**src/rtl/nibble_add_sequencer_if.sv**
```systemverilog
// Operand/result handshake bundle for nibble_add_sequencer.
// The master offers operands and consumes results; the slave is the sequencer.
interface nibble_add_sequencer_if #(
  parameter int NIBBLES = 4
);
  localparam int W = 4 * NIBBLES;

  logic         in_valid;
  logic         in_ready;
  logic [W-1:0] in_a;
  logic [W-1:0] in_b;
  logic         in_ci;
  logic         out_valid;
  logic         out_ready;
  logic [W-1:0] out_sum;
  logic         out_co;

  modport master (
    output in_valid, in_a, in_b, in_ci, out_ready,
    input  in_ready, out_valid, out_sum, out_co
  );

  modport slave (
    input  in_valid, in_a, in_b, in_ci, out_ready,
    output in_ready, out_valid, out_sum, out_co
  );
endinterface

```
**src/rtl/nibble_add_sequencer.sv**
```systemverilog
// Drives an external unclocked 4-bit adder one nibble at a time (LSB first),
// holding each nibble's inputs for SETTLE cycles before sampling {co, sum},
// and rippling the sampled carry into the next nibble.
module nibble_add_sequencer #(
  parameter int NIBBLES = 4,
  parameter int SETTLE  = 2
) (
  input  logic                       clk,
  input  logic                       rst,
  nibble_add_sequencer_if.slave      bus,
  output logic [3:0]                 add_a,
  output logic [3:0]                 add_b,
  output logic                       add_ci,
  input  logic [3:0]                 add_sum,
  input  logic                       add_co
);
  localparam int W     = 4 * NIBBLES;
  localparam int IDX_W = (NIBBLES > 1) ? $clog2(NIBBLES) : 1;
  localparam logic [7:0]       CNT_LOAD = 8'(SETTLE - 1);
  localparam logic [IDX_W-1:0] IDX_LAST = IDX_W'(NIBBLES - 1);

  typedef enum logic [1:0] {S_IDLE, S_WAIT, S_DONE} state_t;

  state_t           state_q;
  logic [IDX_W-1:0] idx_q;
  logic [7:0]       cnt_q;
  logic             carry_q;
  logic [W-1:0]     a_q;
  logic [W-1:0]     b_q;
  logic [W-1:0]     sum_q;
  logic             co_q;

  // Bit offset of the nibble currently presented to the adder.
  logic [IDX_W+1:0] nib_off;
  assign nib_off = {idx_q, 2'b00};

  // Sequencer FSM: accept operands, step through nibbles, hold result.
  always_ff @(posedge clk or posedge rst) begin
    if (rst) begin
      state_q <= S_IDLE;
      idx_q   <= '0;
      cnt_q   <= '0;
      carry_q <= 1'b0;
      a_q     <= '0;
      b_q     <= '0;
      sum_q   <= '0;
      co_q    <= 1'b0;
    end else begin
      case (state_q)
        S_IDLE: begin
          if (bus.in_valid) begin
            a_q     <= bus.in_a;
            b_q     <= bus.in_b;
            carry_q <= bus.in_ci;
            idx_q   <= '0;
            cnt_q   <= CNT_LOAD;
            state_q <= S_WAIT;
          end
        end
        S_WAIT: begin
          if (cnt_q != 8'd0) begin
            cnt_q <= cnt_q - 8'd1;
          end else begin
            // Adder has settled: capture this nibble and its carry.
            sum_q[nib_off +: 4] <= add_sum;
            carry_q             <= add_co;
            if (idx_q == IDX_LAST) begin
              co_q    <= add_co;
              state_q <= S_DONE;
            end else begin
              idx_q <= idx_q + 1'b1;
              cnt_q <= CNT_LOAD;
            end
          end
        end
        S_DONE: begin
          if (bus.out_ready) state_q <= S_IDLE;
        end
        default: state_q <= S_IDLE;
      endcase
    end
  end

  // Adder inputs come straight from registers so they stay put for the whole
  // settle window; they are parked at zero outside WAIT.
  always_comb begin
    add_a  = 4'd0;
    add_b  = 4'd0;
    add_ci = 1'b0;
    if (state_q == S_WAIT) begin
      add_a  = a_q[nib_off +: 4];
      add_b  = b_q[nib_off +: 4];
      add_ci = carry_q;
    end
  end

  assign bus.in_ready  = (state_q == S_IDLE) && !rst;
  assign bus.out_valid = (state_q == S_DONE);
  assign bus.out_sum   = sum_q;
  assign bus.out_co    = co_q;
endmodule

```
**src/flat_wrapper.sv**
```systemverilog
// flat-port wrapper written by rule: the top's interface ports become plain ports
module nibble_add_sequencer_flat 
#(
  parameter int NIBBLES = 4,
  parameter int SETTLE  = 2
)
  (clk, rst, add_a, add_b, add_ci, add_sum, add_co, bus_in_valid, bus_in_a, bus_in_b, bus_in_ci, bus_out_ready, bus_in_ready, bus_out_valid, bus_out_sum, bus_out_co);
  nibble_add_sequencer_if #(.NIBBLES(NIBBLES)) bus_i ();
  input  logic clk;
  input  logic rst;
  output logic [3:0] add_a;
  output logic [3:0] add_b;
  output logic add_ci;
  input  logic [3:0] add_sum;
  input  logic add_co;
  input wire logic [$bits(bus_i.in_valid)-1:0] bus_in_valid;
  input wire logic [$bits(bus_i.in_a)-1:0] bus_in_a;
  input wire logic [$bits(bus_i.in_b)-1:0] bus_in_b;
  input wire logic [$bits(bus_i.in_ci)-1:0] bus_in_ci;
  input wire logic [$bits(bus_i.out_ready)-1:0] bus_out_ready;
  output wire logic [$bits(bus_i.in_ready)-1:0] bus_in_ready;
  output wire logic [$bits(bus_i.out_valid)-1:0] bus_out_valid;
  output wire logic [$bits(bus_i.out_sum)-1:0] bus_out_sum;
  output wire logic [$bits(bus_i.out_co)-1:0] bus_out_co;
  assign bus_i.in_valid = bus_in_valid;
  assign bus_i.in_a = bus_in_a;
  assign bus_i.in_b = bus_in_b;
  assign bus_i.in_ci = bus_in_ci;
  assign bus_i.out_ready = bus_out_ready;
  assign bus_in_ready = bus_i.in_ready;
  assign bus_out_valid = bus_i.out_valid;
  assign bus_out_sum = bus_i.out_sum;
  assign bus_out_co = bus_i.out_co;
  nibble_add_sequencer #(.NIBBLES(NIBBLES), .SETTLE(SETTLE)) u_core (.clk(clk), .rst(rst), .bus(bus_i), .add_a(add_a), .add_b(add_b), .add_ci(add_ci), .add_sum(add_sum), .add_co(add_co));
endmodule
```
**config.mk**
```make
export PLATFORM = sky130hd
export DESIGN_NAME = nibble_add_sequencer_flat
export DESIGN_NICKNAME = d
export VERILOG_FILES = /design/src/rtl/nibble_add_sequencer_if.sv /design/src/rtl/nibble_add_sequencer.sv /design/src/flat_wrapper.sv
export SDC_FILE = /design/constraint.sdc
export NUM_CORES = 1
export LEC_CHECK = 0
export BUFFER_PORTS_ARGS = -buffer_cell sky130_fd_sc_hd__buf_4
export CORE_MARGIN = 2
export CORE_UTILIZATION = 48
export DETAILED_ROUTE_END_ITERATION = 10
export PLACE_DENSITY_LB_ADDON = 0.08
export RECOVER_POWER = 25
export SETUP_SLACK_MARGIN = 0.05
export SYNTH_ARGS = -nofsm -noshare
export SYNTH_HDL_FRONTEND = slang
export SYNTH_SLANG_ARGS = --single-unit
```
**constraint.sdc**
```tcl
create_clock -name clk -period 1.7 [get_ports clk]
set_input_delay 0.17 -clock clk [delete_from_list [all_inputs] [get_ports clk]]
set_output_delay 0.17 -clock clk [all_outputs]
set_load 0.01 [all_outputs]
```
* Word-level counts from Yosys, hierarchy flattened
Cells that the tools add are included. W data, S select, Z words.
Storage, ports and cells: bits in registers 62, bits of input ports 42, output and inout bits 28, word-level logic and storage cells 57
Cells by class: add/sub/neg operators 3, eq/ne operators 9, shift operators 4, multiplexer cells 20, bitwise operators 1, reductions and logical operators 12
Operator list (number):
- $shiftx A16 B5 Y4 | 2
- $mux W8 | 3
- $bwmux W16 | 1
- $pmux W8 S2 | 1
- $shift A4 B6 Y16 const A | 1
- $shiftx A4 B6 Y16 | 1
- $mux W2 | 7
- $reduce_and A3 Y1 | 3
- $mux W4 | 2
- $ne A2 B2 Y1 const B | 4
- $reduce_and A4 Y1 | 2
- $reduce_bool A8 Y1 | 1
- $sub A8 B1 Y8 const B | 1
- $neg A4 Y6 | 1
- $pmux W2 S3 | 1
- $eq A2 B2 Y1 const B | 2
- $pmux W2 S2 | 1
- $reduce_and A2 Y1 | 2
- $mux W1 | 3
- $ne A3 B2 Y1 const B | 1
- $add A2 B1 Y2 const B | 1
- $eq A2 B1 Y1 const B | 1
- $logic_not A2 Y1 | 1
- $ne A2 B1 Y1 const B | 1
- 5 further kinds | 5

* Longest topological paths before layout
Gate-level depths: netlist of the first run.
depth in word-level cells 4, mapped depth 8, mapped depth without buffers 7

* Worst setup path before layout of the first run
Ideal clock, no wire load.
path kind register to register, start point reg u_core.idx_q[0], end point reg u_core.sum_q[10], in the netlist u_core.bus.out_sum[10], setup time 0.085 ns, arrival time 1.664 ns, required time 1.615 ns, path slack -0.049 ns, cell stages (with the launch flop) 8, path buffers 1, period minus slack after synthesis 1.749 ns, path through dfrtp_1 > buf_2 > inv_1 > ha_1 > inv_1 > nor3_1 > nand2_1 > o21ai_0
On the way: word-level cells in the longest chain between the ends 3, elaborated cells between the ends (all ways) 4, those cells by class add/sub (1); shift (2); mux (1)
Ends and longest elaborated chain:
- start, declared | line nibble_add_sequencer.sv:25 | logic [IDX_W-1:0] idx_q;
- start signal, assigned | line nibble_add_sequencer.sv:71 | idx_q <= idx_q + 1'b1;
- $neg A4 Y6 (*) | line nibble_add_sequencer.sv:65 | sum_q[nib_off +: 4] <= add_sum;
- $shiftx A4 B6 Y16 or $shift A4 B6 Y16 (tied branches) | line nibble_add_sequencer.sv:65
- $bwmux W16 (*) | line nibble_add_sequencer.sv:65
- end signal, assigned by index | line nibble_add_sequencer.sv:65
- end, declared | line nibble_add_sequencer.sv:30 | logic [W-1:0] sum_q;
Every way passes the cells marked *; elsewhere a longest branch is shown, timed or not. A chain may end at the register's enable or synchronous reset.

* Final worst setup path of the first run
start point reg u_core.idx_q[0], end point out add_a[2]
On the way: word-level cells in the longest chain between the ends 2
Ends and longest elaborated chain:
- $shiftx A16 B5 Y4 | line nibble_add_sequencer.sv:91 | add_a = a_q[nib_off +: 4];
- $mux W4 | line nibble_add_sequencer.sv:90 | if (state_q == S_WAIT) begin
- end, declared | line flat_wrapper.sv:11 | output logic [3:0] add_a;
Every way passes these cells.

==> flow_summary.toml, run 1 <==
[outcome]
status = "complete, but fails checks"
violations = "setup timing"

[power_and_ir_drop]
vdd_drop_max_uv = 1060
cellLeakagePower_nw = 1.96
p_per_area_mw_per_mm2 = 1840
finalPower_mw = 7.91

[grt]
antenna_found_initial = 0
grt_overflow = 0
grt_pass1_wl_um = 10400
grt_pass1_vias = 2250
grt_use_total = 0.205
grt_max_degree = 63

[final_layout]
drive_gt1_frac = 0.571
diodes = 0
seqCellArea_mm2 = 0.00155
nNetsFinal = 409
multi_input_area_mm2 = 0.00146
nFillCells = 419
postLayoutCoreUtil = 0.724
layout.cells.non_filler = 439
syn_to_final_growth_pct = 46.6

[worst_setup_path]
r2r_slack_ns = -0.06
slowest_delay_ns = 0.51
critical_path_buf_inv_count = 2
end_kind = "primary output"
critPathLaunchType = "register"
crit_top_cell = "buf_6"
r2r-start = "u_core.cnt_q[0]"
cpMaxStageDelayCell = "mux4_2"
critPathKind = "reg2out"
arrival_ns = 1.70
critPathTopFamily = "multiplexers"
cp_max_fo = 5
timing.rr.end = "u_core.cnt_q[6]"
cp.required_ns = 1.53
crit_chain = "buf_6 > mux4_2 > and2_4 > buf_6"
r2r_cells = 7

[synthesis]
muxShareOfSynthArea = 0.196
synth-compound-area-share = 0.0770
netlist.area_leader.share = 0.531
synthTopCellsByArea = "dfrtp_1 53%, mux2_2 13%, mux4_2 6.2%"
syn_area_mm2 = 0.00292
synth-simple-area-share = 0.139
synth.distinct_cells = 37
syn_avg_cell_area_um2 = 12.0
async_reset_ff_frac = 1.00
synth_edf_count = 0
yosysWarnings = 0
synth_most_common_cell = "dfrtp_1"
synth_area_leader_cell = "dfrtp_1"
synthTopCellsByCount = "62 x dfrtp_1, 35 x nand2_1, 33 x mux2_2"
synth_top_family_by_area = "multiplexers"
synth-main-ff-cell = "dfrtp_1"
synth-adder-area-share = 0.0300
synthXorXnorAreaFrac = 0
ys_ff_latch = 62
ys_seq_area_frac = 0.531
syn_inst = 243
synth_nets = 292

[clock_network]
clock_sinks = 62
ctsLongestPathBuffers = 2
clk_pin_slew_worst_paths_ns = 0.07
cts-root-buf = "clkbuf_8"
clk_latency_ns = 0.33
numCtsBuffers = 9
htreeDepth = 3
cts_tree = "built"

[drt]
route.final.wire_length_um = 6820
vias = 2263
vias_per_cell = 5.15
antenna_left = 0
drcViolationCount = 0
first_iter_violations = 89
drt_first_pass_iters = 4
wl_per_cell_um = 15.5

[floorplan]
coreArea_mm2 = 0.00592
die_w_um = 82.1
fp-row-count = 28
dieArea_mm2 = 0.00673
die_height_um = 82.1
initial_core_util = 0.494
boundaryPins = 70

[sta]
relSlewSlack = 0.447
max_clock_freq_ghz = 0.534
layout_setup_ws_ns = -0.174
fin_crit_sh = 1.10
rsz0062_at_grt = "yes"
finalHoldViolations = 0
period_needed_ns = 1.87
fin_skew_ns = 0.00780
final_max_slew_viol_count = 0
tightest_slew_ns = 0.830
setup_violations = 14
hold-worst-slack_ns = 0.0266

[run]
drv_cap = 0

[placed_design]
pre_cts_slack_ns = -0.0529
port_buffers = 69
place_inst = 399
place_congestion = 0.756
hpwl_um = 4250

[hold_path]
hp-class = "in2reg"
hold_end = "u_core.state_q[1]"
hold_depth = 2
worstHoldStart = "bus_out_ready"
[cell type report]
cell class | count | area share
Clock buffer | 11 | 0.0330
Multi-Input combinational cell | 163 | 0.341
Tap cell | 75 | 0.0219
Inverter | 9 | 0.00992
Timing Repair Buffer | 115 | 0.221
Clock inverter | 4 | 0.0111
Sequential cell | 62 | 0.362
[metal layers]
layer | part of all wire | GRT usage
met1 | 0.45 | 0.264
met2 | 0.49 | 0.337
met3 | 0.051 | 0.0604
met4 | 0.011 | 0.0600
met5 | 0 | 0
[worst max-delay path by stage]
stage	cells after the start	to	slack, ns	startpoint
after floorplan	6	u_core.cnt_q[6]	0.07	u_core.cnt_q[0]
after global placement	6	u_core.cnt_q[6]	0.02	u_core.cnt_q[0]
after detailed placement	6	u_core.cnt_q[6]	-0.05	u_core.cnt_q[0]
after CTS	4	add_a[2]	-0.19	u_core.idx_q[0]
after global routing	4	add_a[0]	-0.26	u_core.idx_q[0]
final	4	add_a[2]	-0.17	u_core.idx_q[0]
[cell usage in the layout (no fill, tap or decap), drive strengths merged, types with 7 or more instances in the layout]
cell type | Yosys | routed
buf | 7 | 111
inv | 9 | 8
and2 | 9 | 9
a21oi | 8 | 8
o21ai | 23 | 23
mux2 | 33 | 33
dfrtp | 62 | 62
clkbuf | 2 | 14
ha | 7 | 7
nand2 | 35 | 35
mux4 | 8 | 8
[power breakdown]
part           switching (mW)  internal, mW  leakage (nW)
registers               0.424          2.17         0.720
clock network           0.565         0.704        0.0952
logic                    1.64          2.40          1.14
[timing repair]
| item | 4_1_cts | 5_1_grt |
|---|---|---|
| pin swaps | 6 | 20 |
| gates cloned | 0 | 2 |
| endpoints found under the hold margin | 62 | 0 |
| endpoints found under the setup margin | 16 | 38 |
| resized for setup | 24 | 43 |
| hold buffers | 1 | 0 |
| buffers inserted | 6 | 16 |
[cells by family (layout without fill, tap and decap cells)]
family | count (synthesis) | in the layout
multiplexers | 43 | 43
flip-flops | 62 | 62
AND/OR/NAND/NOR | 74 | 74
AO/OA/AOI/OAI | 39 | 39
buffers and inverters | 18 | 139
adder cells (fa/ha/maj) | 7 | 7
[state kept, by name (all words and copies together), names as in the netlist]
name	cells
u_core.bus.out_sum	16
u_core.a_q	16
u_core.idx_q	2
u_core.cnt_q	8
u_core.state_q	2
u_core.b_q	16
u_core.bus.out_co	1
u_core.carry_q	1
[metrics by stage]
stage / instance area, um^2 / TNS (ns)
after global routing: 4290 / -2.57
final: 4290 / -1.37
after global placement: 3700 / 0
after detailed placement: 3700 / -0.0538
after floorplan: 2950 / 0
after CTS: 4020 / -1.44
No activity file was read; power rests on OpenSTA's default activity.
==> inputs of run 2 (changes only) <==
--- a/config.mk
+++ b/config.mk
@@ -15,3 +15,4 @@
 export SYNTH_ARGS = -nofsm -noshare
 export SYNTH_HDL_FRONTEND = slang
 export SYNTH_SLANG_ARGS = --single-unit
+export TNS_END_PERCENT = 20
==> run 2 against run 1 <==
- the flow still finishes with violations (setup timing)
- non-clock buffer count fell by 12
- cell count fell by 2.5%
- clock-buffer cell count rose by 2
- power barely moved
- die area did not move
- final area fell by 2.5%
- worst hold slack got worse by 0.00079 ns
- highest routed layer unchanged
- global-route usage rose by 1.1 points
- fmax rose by 2.5%
- register-to-register slack barely moved
==> flow_summary.toml, run 2 (synthesis results as in run 1) <==
[clock_network]
cts-root-buf = "clkbuf_8"
clk_pin_slew_worst_paths_ns = 0.06
cts_tree = "built"
clk_latency_ns = 0.33
htreeDepth = 3
clock_sinks = 62
ctsLongestPathBuffers = 2
numCtsBuffers = 9

[worst_setup_path]
slowest_delay_ns = 0.50
end_kind = "primary output"
arrival_ns = 1.66
crit_cells = 4
critPathTopFamily = "multiplexers"
cp.required_ns = 1.53
r2r-start = "u_core.idx_q[0]"
critPathLaunchType = "register"
timing.rr.end = "u_core.bus.out_sum[0]"
crit_chain = "buf_6 > mux4_2 > and2_4 > buf_6"
critPathKind = "reg2out"
critical_path_buf_inv_count = 2
r2r_cells = 10
crit_top_cell = "buf_6"
r2r_slack_ns = -0.06
cp_max_fo = 5
cpMaxStageDelayCell = "mux4_2"

[outcome]
violations = "setup timing"
status = "complete, but fails checks"

[grt]
antenna_found_initial = 0
grt_pass1_wl_um = 10700
grt_max_degree = 63
grt_use_total = 0.216
grt_overflow = 0
grt_pass1_vias = 2255

[sta]
rsz0062_at_grt = "yes"
fin_crit_sh = 1.08
relSlewSlack = 0.431
max_clock_freq_ghz = 0.547
layout_setup_ws_ns = -0.128
tightest_slew_ns = 0.854
setup_violations = 12
finalHoldViolations = 0
hold-worst-slack_ns = 0.0258
final_max_slew_viol_count = 0
fin_skew_ns = 0.00604
period_needed_ns = 1.83

[hold_path]
hold_depth = 2
hp-class = "in2reg"
worstHoldStart = "bus_out_ready"
hold_end = "u_core.state_q[1]"

[placed_design]
place_congestion = 0.778
hpwl_um = 4380
port_buffers = 69
placed_area_mm2 = 0.00374

[drt]
drcViolationCount = 0
route.final.wire_length_um = 6680
wl_per_cell_um = 15.6
vias_per_cell = 5.23
drt_first_pass_iters = 4
vias = 2239
antenna_left = 0
first_iter_violations = 107

[final_layout]
multi_input_area_mm2 = 0.00141
diodes = 0
final_cell_mix = "82 x buf_4, 60 x dfrtp_1, 35 x nand2_1"
final_common_cell = "buf_4"
nNetsFinal = 397
syn_to_final_growth_pct = 42.9
drive_gt1_frac = 0.524
postLayoutCellArea_mm2 = 0.00418
nFillCells = 469
seqCellArea_mm2 = 0.00155

[power_and_ir_drop]
p_per_area_mw_per_mm2 = 1890
vdd_drop_max_uv = 901
finalPower_mw = 7.91
cellLeakagePower_nw = 1.88

[floorplan]
boundaryPins = 70
dieArea_mm2 = 0.00673
fp-row-count = 28
die_height_um = 82.1
initial_core_util = 0.494
die_w_um = 82.1
coreArea_mm2 = 0.00592

[run]
drv_cap = 0
-- run 2: area by class of cell --
class / instances / share of cell area
Inverter: 9 / 0.00958
Clock inverter: 3 / 0.0102
Multi-Input combinational cell: 163 / 0.336
Clock buffer: 13 / 0.0380
Sequential cell: 62 / 0.372
Tap cell: 75 / 0.0225
Timing Repair Buffer: 103 / 0.211
-- run 2: stage by stage --
stage,setup TNS (ns),worst slack [ns],instances,utilization
3_5_place_dp,-0.102,-0.0931,401,0.632
6_report,-1.07,-0.128,428,0.706
2_1_floorplan,-0.00918,-0.00506,243,-
5_1_grt,-2.93,-0.202,428,0.706
3_3_place_gp,-0.0620,-0.0620,401,0.632
4_1_cts,-1.66,-0.202,419,0.682
-- run 2: timing repair --
| item | CTS | global route |
|---|---|---|
| pin swaps | 14 | 18 |
| resized for setup | 22 | 31 |
| buffers inserted | 1 | 9 |
| endpoints found under the setup margin | 23 | 67 |
| endpoints found under the hold margin | 62 | 0 |
| hold buffers | 1 | 0 |
-- run 2: routing by layer --
metal / track usage / share of wire
met5: 0 / 0
met4: 0.0800 / 0.011
met3: 0.0714 / 0.061
met2: 0.330 / 0.48
met1: 0.287 / 0.44
-- run 2: worst max path at each step --
| stage | from | slack, ns | to |
|---|---|---|---|
| final | u_core.idx_q[0] | -0.13 | add_a[2] |
| after global routing | u_core.idx_q[0] | -0.20 | add_b[2] |
| after CTS | u_core.idx_q[0] | -0.20 | add_a[1] |
| after detailed placement | u_core.cnt_q[0] | -0.09 | u_core.cnt_q[6] |
| after global placement | u_core.cnt_q[0] | -0.06 | u_core.cnt_q[6] |
| after floorplan | u_core.cnt_q[0] | -0.005 | u_core.cnt_q[6] |
-- run 2: where the power goes --
part           total (mW)  switching (mW)  internal (mW)
Sequential           2.60           0.422           2.18
Combinational        4.00            1.63           2.37
Clock                1.32           0.560          0.756
==> inputs of run 3 (changes only) <==
--- a/config.mk
+++ b/config.mk
@@ -12,6 +12,7 @@
 export PLACE_DENSITY_LB_ADDON = 0.08
 export RECOVER_POWER = 25
 export SETUP_SLACK_MARGIN = 0.05
+export SKIP_CTS_REPAIR_TIMING = 1
 export SYNTH_ARGS = -nofsm -noshare
 export SYNTH_HDL_FRONTEND = slang
 export SYNTH_SLANG_ARGS = --single-unit
==> run 3 against run 2 <==
- the flow still finishes with violations (setup timing)
- sequential cell count stayed put
- critical path type unchanged
- critical path depth stayed put
- routed wire length is 2.6% higher
- worst hold slack worse by 0.0031 ns
- critical endpoint is now add_b[3]
- first-iteration DRC count is 5.6% lower
- non-clock buffer count is 4 lower
- utilization is 1.1 points higher
- cell count is 0.70% lower
- worst setup slack worse by 0.020 ns
- die area stayed put
- highest routed layer unchanged
- global-route usage is 0.64 points lower
==> flow_summary.toml, run 3 (synthesis results as in run 1) <==
[drt]
antenna_left = 0
wirelength_met1_um = 2940
vias = 2222
first_iter_violations = 101
topRoutingLayerUsed = "met4"
drt_first_pass_iters = 4
route.final.wire_length_um = 6850
vias_per_cell = 5.23
wl_met2_um = 3410
drcViolationCount = 0
wl_per_cell_um = 16.1
wl_met3_um = 439

[sta]
finalHoldViolations = 0
tns_ns = -1.03
layout_setup_ws_ns = -0.149
relSlewSlack = 0.444
fin_skew_ns = 0.00893
rsz0062_at_grt = "yes"
max_clock_freq_ghz = 0.541
fin_crit_sh = 1.09
tightest_slew_ns = 0.834
setup_violations = 9
final_max_slew_viol_count = 0
period_needed_ns = 1.85

[floorplan]
die_height_um = 82.1
dieArea_mm2 = 0.00673
fp-row-count = 28
initial_core_util = 0.494
boundaryPins = 70
coreArea_mm2 = 0.00592
die_w_um = 82.1

[clock_network]
clk_pin_slew_worst_paths_ns = 0.06
clock_sinks = 62
cts-root-buf = "clkbuf_8"
clk_latency_ns = 0.34
htreeDepth = 3
cts_tree = "built"
numCtsBuffers = 9
ctsLongestPathBuffers = 2

[grt]
grt_max_degree = 63
grt_overflow = 0
grt_pass1_wl_um = 10400
grt_pass1_vias = 2196
grt_use_total = 0.210
antenna_found_initial = 0

[worst_setup_path]
cp.required_ns = 1.53
critPathTopFamily = "multiplexers"
crit_chain = "buf_12 > mux4_2 > and2_1 > buf_4"
critical_path_buf_inv_count = 2
arrival_ns = 1.68
slowest_delay_ns = 0.49
end_kind = "primary output"
critPathLaunchType = "register"
cp_max_fo = 6
cpMaxStageDelayCell = "mux4_2"
critPathKind = "reg2out"

[final_layout]
drive_gt1_frac = 0.534
nFillCells = 455
syn_to_final_growth_pct = 45.0
nNetsFinal = 394
final_common_cell = "buf_4"
layout.cells.non_filler = 425
final_cell_mix = "81 x buf_4, 60 x dfrtp_1, 35 x nand2_1"
diodes = 0

[outcome]
violations = "setup timing"
status = "complete, but fails checks"

[hold_path]
hp-class = "in2reg"

[placed_design]
port_buffers = 69
place_inst = 401
hpwl_um = 4380
place_congestion = 0.778

[run]
drv_cap = 0

[power_and_ir_drop]
p_per_area_mw_per_mm2 = 1890
vdd_drop_max_uv = 997
cellLeakagePower_nw = 1.96
finalPower_mw = 8.01
[run 3: layout make-up]
cell class              instances  area [um^2]  share of cell area
well taps                      75         93.8              0.0221
clock inverters                 3         42.5              0.0100
clock buffers                  13          159              0.0375
multi-input cells             164         1520               0.359
flip-flops and latches         62         1550               0.366
repair buffers                 99          833               0.197
inverters                       9         37.5             0.00885
[run 3: metal layers]
| metal | GRT usage | up-vias |
|---|---|---|
| met2 | 0.315 | 58 |
| met3 | 0.0670 | 9 |
| met5 | 0 | - |
| li1 | - | 1074 |
| met4 | 0.0800 | 0 |
| met1 | 0.284 | 1081 |
[run 3: path summary, 6_finish.rpt]
kind / startpoint / end / slack (ns) / depth (start not counted)
max in group asynchronous: rst / u_core.idx_q[0] / 0.41 / 4
worst max-delay path: u_core.idx_q[0] / add_b[3] / -0.15 / 4
worst max register to register: u_core.idx_q[0] / u_core.cnt_q[6] / 0 / 4
worst min-delay path: bus_out_ready / u_core.state_q[1] / 0.02 / 2
min in group asynchronous: rst / u_core.bus.out_sum[0] / 0.69 / 4
worst min register to register: u_core.bus.out_sum[15] / u_core.bus.out_sum[15] / 0.48 / 2
[run 3: metrics by stage]
step	area [um^2]	worst slack [ns]	utilization	hold WS [ns]
CTS	3940	-0.272	0.666	-0.0716
global placement	3740	-0.0620	0.632	0.294
detailed placement	3740	-0.0931	0.632	0.294
floorplan	2940	-0.00506	-	0.278
finish	4240	-0.149	0.716	0.0227
global route	4240	-0.212	0.716	0.0380
[run 3: report_power, final]
| group | switching (mW) | internal (mW) | leakage [nW] |
|---|---|---|---|
| sequential | 0.449 | 2.18 | 0.719 |
| combinational | 1.60 | 2.47 | 1.14 |
| clock | 0.558 | 0.756 | 0.0996 |
| total | 2.61 | 5.40 | 1.96 |
[run 3: worst reg2reg max path, stage by stage, from the launching register on]
cell and delay (ns):
dfrtp_2 0.44, ha_1 0.27, a41o_4 0.33, or4_1 0.48, a21oi_2 0.12
